==> src/rtl/lsu_pkg.sv <==
// Shared definitions for the load/store unit: access size codes, FSM states
// and the alignment rule used to reject accesses before they reach the bus.
package lsu_pkg;

  localparam logic [1:0] SIZE_B = 2'b00;
  localparam logic [1:0] SIZE_H = 2'b01;
  localparam logic [1:0] SIZE_W = 2'b10;

  typedef enum logic [1:0] {
    IDLE = 2'b00,
    BUSY = 2'b01,
    RESP = 2'b10
  } lsu_state_e;

  // Halves need an even address, words a 4-byte boundary; size 11 is never legal
  function automatic logic isMisaligned(input logic [1:0] size, input logic [1:0] addrLo);
    logic bad;
    case (size)
      SIZE_B:  bad = 1'b0;
      SIZE_H:  bad = addrLo[0];
      SIZE_W:  bad = |addrLo;
      default: bad = 1'b1;
    endcase
    return bad;
  endfunction

endpackage

==> src/rtl/lsu_store_align.sv <==
// Store lane steering: turns right-aligned store data into bus lane data
// plus the byte enables that select the lanes actually written.
module store_align
  import lsu_pkg::*;
(
  input  logic [1:0]  size_i,
  input  logic [1:0]  addrLo_i,
  input  logic [31:0] wdata_i,
  output logic [3:0]  be_o,
  output logic [31:0] data_o
);

  // Replicate the low byte/half into every lane so the enables alone pick the target
  always_comb begin
    be_o   = 4'b0000;
    data_o = 32'h0;
    case (size_i)
      SIZE_B: begin
        be_o   = 4'b0001 << addrLo_i;
        data_o = {4{wdata_i[7:0]}};
      end
      SIZE_H: begin
        be_o   = addrLo_i[1] ? 4'b1100 : 4'b0011;
        data_o = {2{wdata_i[15:0]}};
      end
      SIZE_W: begin
        be_o   = 4'b1111;
        data_o = wdata_i;
      end
      default: begin
        be_o   = 4'b0000;
        data_o = 32'h0;
      end
    endcase
  end

endmodule

==> src/rtl/load_store_unit.sv <==
// Load/store unit between the MEM stage and a variable-latency data memory.
// Holds the pipeline while a request is outstanding, returns load data shifted
// down to byte 0, and reports misaligned accesses and bus timeouts.
module load_store_unit
  import lsu_pkg::*;
#(
  parameter int TIMEOUT = 16
) (
  input  logic        clk,
  input  logic        reset_x,
  input  logic        i_valid,
  input  logic        i_write,
  input  logic [1:0]  i_memSize,
  input  logic [31:0] i_addr,
  input  logic [31:0] i_wdata,
  output logic        o_stall,
  output logic [31:0] o_rdata,
  output logic        o_misaligned,
  output logic        o_accessFault,
  output logic [31:0] o_badAddr,
  output logic        o_memReq,
  output logic        o_memWe,
  output logic [31:0] o_memAddr,
  output logic [31:0] o_memWdata,
  output logic [3:0]  o_memBe,
  input  logic        i_memAck,
  input  logic [31:0] i_memRdata
);

  localparam int CNT_W = $clog2(TIMEOUT + 1);

  lsu_state_e         state_q, state_d;
  logic [31:0]        addr_q;
  logic               we_q;
  logic [3:0]         be_q;
  logic [31:0]        wdata_q;
  logic [31:0]        rdata_q;
  logic [CNT_W-1:0]   cnt_q;
  logic               fault_q;

  logic               misaligned;
  logic               startAccess;
  logic [CNT_W-1:0]   cntNext;
  logic               timeoutHit;
  logic [3:0]         alignBe;
  logic [31:0]        alignData;

  assign misaligned  = isMisaligned(i_memSize, i_addr[1:0]);
  assign startAccess = (state_q == IDLE) && i_valid && !misaligned;
  assign cntNext     = cnt_q + 1'b1;
  assign timeoutHit  = (cntNext == CNT_W'(TIMEOUT));

  store_align u_storeAlign (
    .size_i   (i_memSize),
    .addrLo_i (i_addr[1:0]),
    .wdata_i  (i_wdata),
    .be_o     (alignBe),
    .data_o   (alignData)
  );

  // State register
  always_ff @(posedge clk or negedge reset_x) begin
    if (!reset_x) state_q <= IDLE;
    else          state_q <= state_d;
  end

  // Next state: an ack beats a timeout landing in the same cycle, RESP lasts one cycle
  always_comb begin
    state_d = state_q;
    case (state_q)
      IDLE:    if (startAccess) state_d = BUSY;
      BUSY:    if (i_memAck || timeoutHit) state_d = RESP;
      RESP:    state_d = IDLE;
      default: state_d = IDLE;
    endcase
  end

  // Latch the request on entry to BUSY, then count cycles and capture the ack
  always_ff @(posedge clk or negedge reset_x) begin
    if (!reset_x) begin
      addr_q  <= 32'h0;
      we_q    <= 1'b0;
      be_q    <= 4'h0;
      wdata_q <= 32'h0;
      rdata_q <= 32'h0;
      cnt_q   <= '0;
      fault_q <= 1'b0;
    end else begin
      case (state_q)
        IDLE: begin
          if (startAccess) begin
            addr_q  <= i_addr;
            we_q    <= i_write;
            be_q    <= i_write ? alignBe : 4'hF;
            wdata_q <= i_write ? alignData : 32'h0;
            cnt_q   <= '0;
            fault_q <= 1'b0;
          end
        end
        BUSY: begin
          cnt_q <= cntNext;
          if (i_memAck) begin
            if (!we_q) rdata_q <= i_memRdata >> {addr_q[1:0], 3'b000};
          end else if (timeoutHit) begin
            fault_q <= 1'b1;
          end
        end
        default: ;
      endcase
    end
  end

  // Outputs: stall and misalignment react to the MEM-stage op in the same cycle
  always_comb begin
    o_stall       = startAccess || (state_q == BUSY);
    o_misaligned  = (state_q == IDLE) && i_valid && misaligned;
    o_memReq      = (state_q == BUSY);
    o_accessFault = (state_q == RESP) && fault_q;
    o_badAddr     = 32'h0;
    if (o_misaligned)       o_badAddr = i_addr;
    else if (o_accessFault) o_badAddr = addr_q;
  end

  assign o_memWe    = we_q;
  assign o_memAddr  = {addr_q[31:2], 2'b00};
  assign o_memWdata = wdata_q;
  assign o_memBe    = be_q;
  assign o_rdata    = rdata_q;

endmodule

==> config.mk <==
export PLATFORM = sky130hd
export DESIGN_NAME = load_store_unit
export DESIGN_NICKNAME = d
export VERILOG_FILES = /design/src/rtl/lsu_pkg.sv /design/src/rtl/lsu_store_align.sv /design/src/rtl/load_store_unit.sv
export SDC_FILE = /design/constraint.sdc
export NUM_CORES = 1
export LEC_CHECK = 0
export ABC_CLOCK_PERIOD_IN_PS = 2100
export CORE_MARGIN = 4
export CORE_UTILIZATION = 44
export CTS_BUF_LIST = sky130_fd_sc_hd__clkbuf_2 sky130_fd_sc_hd__clkbuf_4 sky130_fd_sc_hd__clkbuf_8
export CTS_CLUSTER_DIAMETER = 30
export DETAILED_ROUTE_END_ITERATION = 6
export PLACE_DENSITY = 0.89
export SLEW_MARGIN = 20
export SYNTH_ARGS = -nofsm -noshare
export SYNTH_HDL_FRONTEND = slang
export SYNTH_SLANG_ARGS = --single-unit
==> constraint.sdc <==
create_clock -name clk -period 2.1 [get_ports clk]
set_clock_uncertainty 0.15 [all_clocks]
set_input_delay 0.525 -clock clk [delete_from_list [all_inputs] [get_ports clk]]
set_output_delay 0.525 -clock clk [all_outputs]
set_load 0.01 [all_outputs]
==> results.sh, run 1 <==
export IMPL_status="finished with violations"
export IMPL_violations="setup timing"
export IMPL_cts_buffers=9
export IMPL_arrival_ns=1.77
export IMPL_final_common_cell="clkdlybuf4s50_1"
export IMPL_hold_path_class="flop to flop"
export IMPL_seq_area_frac_synth_pct=48.5
export IMPL_synth_area_um2=5630
export IMPL_worstSkewPairLatency_ns=0.37
export IMPL_ys_seq_elements=109
export IMPL_vias_per_cell=5.37
export IMPL_grt_usage_pct=24.8
export IMPL_dieHeight_um=121
export IMPL_crit_path_start_kind="flop"
export IMPL_max_freq_mhz=408
export IMPL_rsz0062_at_grt="yes"
export IMPL_clk_pin_slew_ns=0.10
export IMPL_grt_pass1_vias=5447
export IMPL_dieArea_um2=14700
export IMPL_seq_area_um2=2730
export IMPL_io_pins=240
export IMPL_dp_hpwl_um=13300
export IMPL_end_kind="output port"
export IMPL_multi_input_area_um2=2500
export IMPL_async_reset_ff_share_pct=100
export IMPL_areaGrowthSynthToFinish_pct=51.0
export IMPL_drive_gt1_share_pct=20.9
export IMPL_worst_slack_ns=-0.349
export IMPL_coreArea_um2=12600
export IMPL_firstDrtPassIters=5
export IMPL_worst_slew_pin_slew_ns=0.573
export IMPL_finalMaxSlewViolations=0
export IMPL_place_congestion=0.901
export IMPL_maxCapViolCount=0
export IMPL_synthFlopType="dfrtp_1"
export IMPL_cp_max_fo=7
export IMPL_ys_types=33
export IMPL_synth_top_area_share_pct=48.5
export IMPL_ys_warnings_count=0
export IMPL_leakagePower_uw=0.00382
export IMPL_row_count=41
export IMPL_peakVddDrop_uv=454
export IMPL_wl_per_cell_um=18.8
export IMPL_crit_required_ns=1.42
export IMPL_htreeDepth=3
export IMPL_final_cell_mix="clkdlybuf4s50_1 (193), dfrtp_1 (109), nand2_1 (81)"
export IMPL_drt_wl_total_um=18300
export IMPL_syn_area_per_cell_um2=10.1
export IMPL_drc=0
export IMPL_finalCritPeriodShare_pct=117
export IMPL_finalWorstPathRequiredPeriod_ns=2.45
export IMPL_pwr_density_cell_nw_per_um2=961
export IMPL_io_buffers=237
export IMPL_clock_path_buffers=2
export IMPL_synthTopCellsByArea="dfrtp_1 (48%), nand2_1 (5.5%), mux2_4 (5.3%)"
export IMPL_relSlewSlack_pct=61.6
export IMPL_fin_hold_ws_ns=0.341
export IMPL_finalHoldViolations=0
export IMPL_nNetsFinal=897
export IMPL_antenna_found_initial=1
export IMPL_final_antenna_net_count=0
export IMPL_yosysTopAreaCell="dfrtp_1"
export IMPL_grt_start_max_net_pins=99
export IMPL_path_class="flop to output port"
export IMPL_die_width_um=121
export IMPL_synth_edf_count=0
export IMPL_vias=5221
export IMPL_cts_tree="done"
export IMPL_initial_utilization_pct=44.8
export IMPL_drt_iter0_drc=423
export IMPL_fillCellCount=920
export IMPL_cts_root_buf="clkbuf_8"
export IMPL_synthCells=557
export IMPL_clock_sink_count=109
export IMPL_grt_pass1_wl_um=28800
export IMPL_overflow=0
export IMPL_utilization_pct=67.6
export IMPL_finalSetupViolations=34
export IMPL_power_uw=8170
## power by group
part           leakage, µW  internal, µW  switching [µW]
clock             0.000103           600             715
combinational      0.00234          2040            1560
sequential         0.00138          2760             498
total              0.00382          5390            2770
## critical path: stages (launching register included)
cell,delay [ns]
dfrtp_1,0.41
nor2_2,0.14
nand2_2,0.08
nor3_4,0.16
buf_6,0.17
buf_12,0.13
a22o_1,0.17
buf_2,0.14
## synth_stat cells (all sizes together) (8+ instances only)
library cell and n:
nand2b 12, o21ai 54, nand2 83, nor2 21, clkbuf 20, o31ai 10, buf 54, nor2b 20
a21oi 47, mux2 41, a22o 32, a211oi 8, dfrtp 109, mux2i 25
## worst paths after layout
kind | start | end | slack [ns] | depth (start not counted)
setup reg to reg | addr_q[1] | o_rdata[0] | 0.26 | 5
hold reg to reg | o_rdata[17] | o_rdata[17] | 0.34 | 2
hold / removal | o_rdata[17] | o_rdata[17] | 0.34 | 2
max in group asynchronous | reset_x | o_memWdata[9] | 0.81 | 3
min in group asynchronous | reset_x | addr_q[12] | 0.43 | 2
setup / recovery | state_q[1] | o_badAddr[30] | -0.35 | 7
## cells by family after synthesis
group | count (synthesis) | synth area share [%]
other | 1 | 0.0666
DFF | 109 | 48.5
adders and majority gates | 1 | 0.222
buffers and inverters | 75 | 7.98
AOI/OAI and AO/OA | 156 | 17.1
muxes | 66 | 14.0
and+or+nand+nor | 149 | 12.2
## per-stage QoR
stage	worst slack [ns]	TNS [ns]	cells	cell area, µm²
finish	-0.349	-9.58	972	8500
global placement	-0.907	-59.76	942	8230
detailed placement	-0.964	-65.65	942	8230
CTS	-0.439	-12.58	966	8470
global route	-0.461	-13.27	970	8490
floorplan	0.0805	0	558	5630
## layout make-up
cell class                      count  area share [%]
Tap cell                          172            2.53
Inverter                            1          0.0442
Timing Repair Buffer              298            33.4
Antenna cell                        2          0.0589
Sequential cell                   109            32.1
Multi-Input combinational cell    374            29.5
Clock inverter                      5           0.707
Clock buffer                       11            1.71
## routing by layer
metal  up-vias  wire length, µm  GRT usage, %
li1       2384                -             -
met3        34             1490          6.25
met1      2556             7000          30.1
met2       247             9370          42.2
met4         0              461          9.84
met5         -                0             0
## what timing repair did
item / CTS / global route
pin swaps: 14 / 18
setup endpoints to repair: 75 / 39
hold endpoints to repair: 19 / 0
hold buffers: 1 / 0
gates cloned: 3 / 0
setup buffers: 16 / 8
resized for setup: 143 / 40
## registers in the layout, summed over array words and instances (netlist names)
register,flops
state_q,2
o_rdata,32
addr_q,32
o_memWdata,32
o_memWe,1
fault_q,1
o_memBe,4
cnt_q,5
(Power assumes the default switching activity.)
==> run 2, diff against run 1 <==
- CTS_CLUSTER_SIZE: not set -> 10
- PLACE_DENSITY: 0.89 -> not set
- PLACE_DENSITY_LB_ADDON: not set -> 0.25
==> run 2 against run 1 <==
Compared with the run above:
- the flow still finishes with violations (setup timing)
- critical path type unchanged
- clock power about the same
- sequential cell count stayed put
- count of clock-buffer cells in the layout grew 2
==> results.sh, run 2 (synthesized netlist as in run 1, its figures left out) <==
export IMPL_crit_family="buffers and inverters"
export IMPL_grt_start_max_net_pins=91
export IMPL_dieHeight_um=121
export IMPL_drt_wl_total_um=18000
export IMPL_antenna_found_initial=1
export IMPL_worst_slew_pin_slew_ns=0.585
export IMPL_rr_worst_depth=7
export IMPL_peakVddDrop_uv=397
export IMPL_crit_start="state_q[0]"
export IMPL_cp_endpoint="o_badAddr[7]"
export IMPL_worstSkewPairLatency_ns=0.37
export IMPL_maxCapViolCount=0
export IMPL_row_count=41
export IMPL_drt_iter0_drc=367
export IMPL_setup_tns_ns=-12.03
export IMPL_status="finished with violations"
export IMPL_grt_pass1_vias=5380
export IMPL_clock_sink_count=109
export IMPL_clock_path_buffers=2
export IMPL_end_kind="output port"
export IMPL_rsz0062_at_grt="yes"
export IMPL_violations="setup timing"
export IMPL_regToRegStartpoint="state_q[0]"
export IMPL_crit_cells=8
export IMPL_hold_path_class="flop to flop"
export IMPL_dp_hpwl_um=12700
export IMPL_clk_pin_slew_ns=0.09
export IMPL_finalHoldViolations=0
export IMPL_n_antenna_cell=0
export IMPL_cp_slowest_cell="dfrtp_1"
export IMPL_cp_max_fo=8
export IMPL_path_cells="nor2_4, nand2_2, nor3_4, buf_12, buf_12, buf_16, a22o_1, buf_6"
export IMPL_rrSetupSlack_ns=0.15
export IMPL_coreArea_um2=12600
export IMPL_dieArea_um2=14700
export IMPL_final_cell_mix="clkdlybuf4s50_1 (195), dfrtp_1 (109), nand2_1 (81)"
export IMPL_io_buffers=237
export IMPL_vias=5148
export IMPL_finalMaxSlewViolations=0
export IMPL_fillCellCount=991
export IMPL_io_pins=240
export IMPL_htreeDepth=3
export IMPL_vias_per_cell=5.25
export IMPL_initial_utilization_pct=44.8
export IMPL_firstDrtPassIters=5
export IMPL_relSlewSlack_pct=60.9
export IMPL_final_antenna_net_count=0
export IMPL_overflow=0
export IMPL_path_class="flop to output port"
export IMPL_crit_required_ns=1.42
export IMPL_pwr_density_cell_nw_per_um2=947
export IMPL_wl_per_cell_um=18.4
export IMPL_finalSetupViolations=34
export IMPL_finalWorstPathRequiredPeriod_ns=2.51
export IMPL_cts_buffers=9
export IMPL_path_buf_inv=4
export IMPL_multi_input_area_um2=2500
export IMPL_crit_path_start_kind="flop"
export IMPL_max_freq_mhz=399
export IMPL_nNetsFinal=909
export IMPL_final_common_cell="clkdlybuf4s50_1"
export IMPL_grt_pass1_wl_um=28200
export IMPL_arrival_ns=1.83
export IMPL_areaGrowthSynthToFinish_pct=53.7
export IMPL_cts_root_buf="clkbuf_8"
export IMPL_die_width_um=121
export IMPL_cts_tree="done"
export IMPL_drc=0
export IMPL_place_congestion=0.853
export IMPL_seq_area_um2=2730
export IMPL_grt_usage_pct=24.5
export IMPL_slowest_delay_ns=0.42
export IMPL_timing_rr_end="o_rdata[2]"
export IMPL_leakagePower_uw=0.00389
export IMPL_fin_hold_ws_ns=0.331
export IMPL_finalCritPeriodShare_pct=119
export IMPL_drive_gt1_share_pct=21.7
export IMPL_crit_top_cell="buf_12"
export IMPL_worst_slack_ns=-0.407
## run 2: power breakdown
part / internal (µW) / total [µW] / switching [µW]
clock network: 651 / 1320 / 667
logic: 2090 / 3640 / 1550
registers: 2760 / 3240 / 479
total: 5500 / 8190 / 2690
## run 2: tightest hold or removal path: stages, from the launching register on
cell	delay [ns]
dfrtp_1	0.35
nand2_1	0.05
o31ai_1	0.05
## run 2: worst min-delay path by stage
stage / startpoint / endpoint / slack [ns] / cells past startpoint
after global routing: reset_x / o_rdata[28] / 0.31 / 2
final: o_rdata[16] / o_rdata[16] / 0.33 / 2
after global placement: reset_x / o_rdata[28] / 0.18 / 1
after floorplan: reset_x / addr_q[0] / 0.08 / 0
after detailed placement: reset_x / o_rdata[28] / 0.18 / 1
after CTS: reset_x / o_rdata[28] / 0.32 / 2
## run 2: final cells by class
class                      instances  share of cell area [%]
clock buffer                      13                    2.00
clock inverter                     1                   0.347
inverter                           1                  0.0434
multi-input combinational        374                    28.9
sequential                       109                    31.5
tap                              172                    2.49
timing repair buffer             310                    34.7
## run 2: metal layers
| layer | vias to the layer above | wire, µm | GRT usage [%] |
|---|---|---|---|
| met5 | - | 15 | 0 |
| met4 | 2 | 509 | 10.1 |
| met3 | 34 | 1460 | 7.13 |
| met2 | 212 | 8990 | 40.8 |
| met1 | 2490 | 7050 | 29.6 |
| li1 | 2410 | - | - |
## run 2: through the flow
stage,cells,util (%),worst slack (ns),cell area [µm²],power [µW]
6_report,980,68.8,-0.407,8650,8190
5_1_grt,980,68.8,-0.481,8650,8670
4_1_cts,981,68.7,-0.485,8630,8250
3_5_place_dp,954,66.2,-0.976,8320,6860
3_3_place_gp,954,66.2,-0.894,8320,6760
2_1_floorplan,558,-,0.0805,5630,4980
## run 2: what timing repair did
action / 4_1_cts / 5_1_grt
cloned: 6 / 0
hold buffers: 1 / 0
resized for setup: 174 / 14
pin swaps: 36 / 6
setup buffers: 8 / 1
endpoints found under the hold margin: 1 / 0
setup endpoints to repair: 101 / 36
==> run 3, diff against run 2 <==
- CTS_CLUSTER_SIZE: 10 -> not set
==> results of run 3 <==
Same layout as run 2: the final DEF is identical, and so are final timing and power.
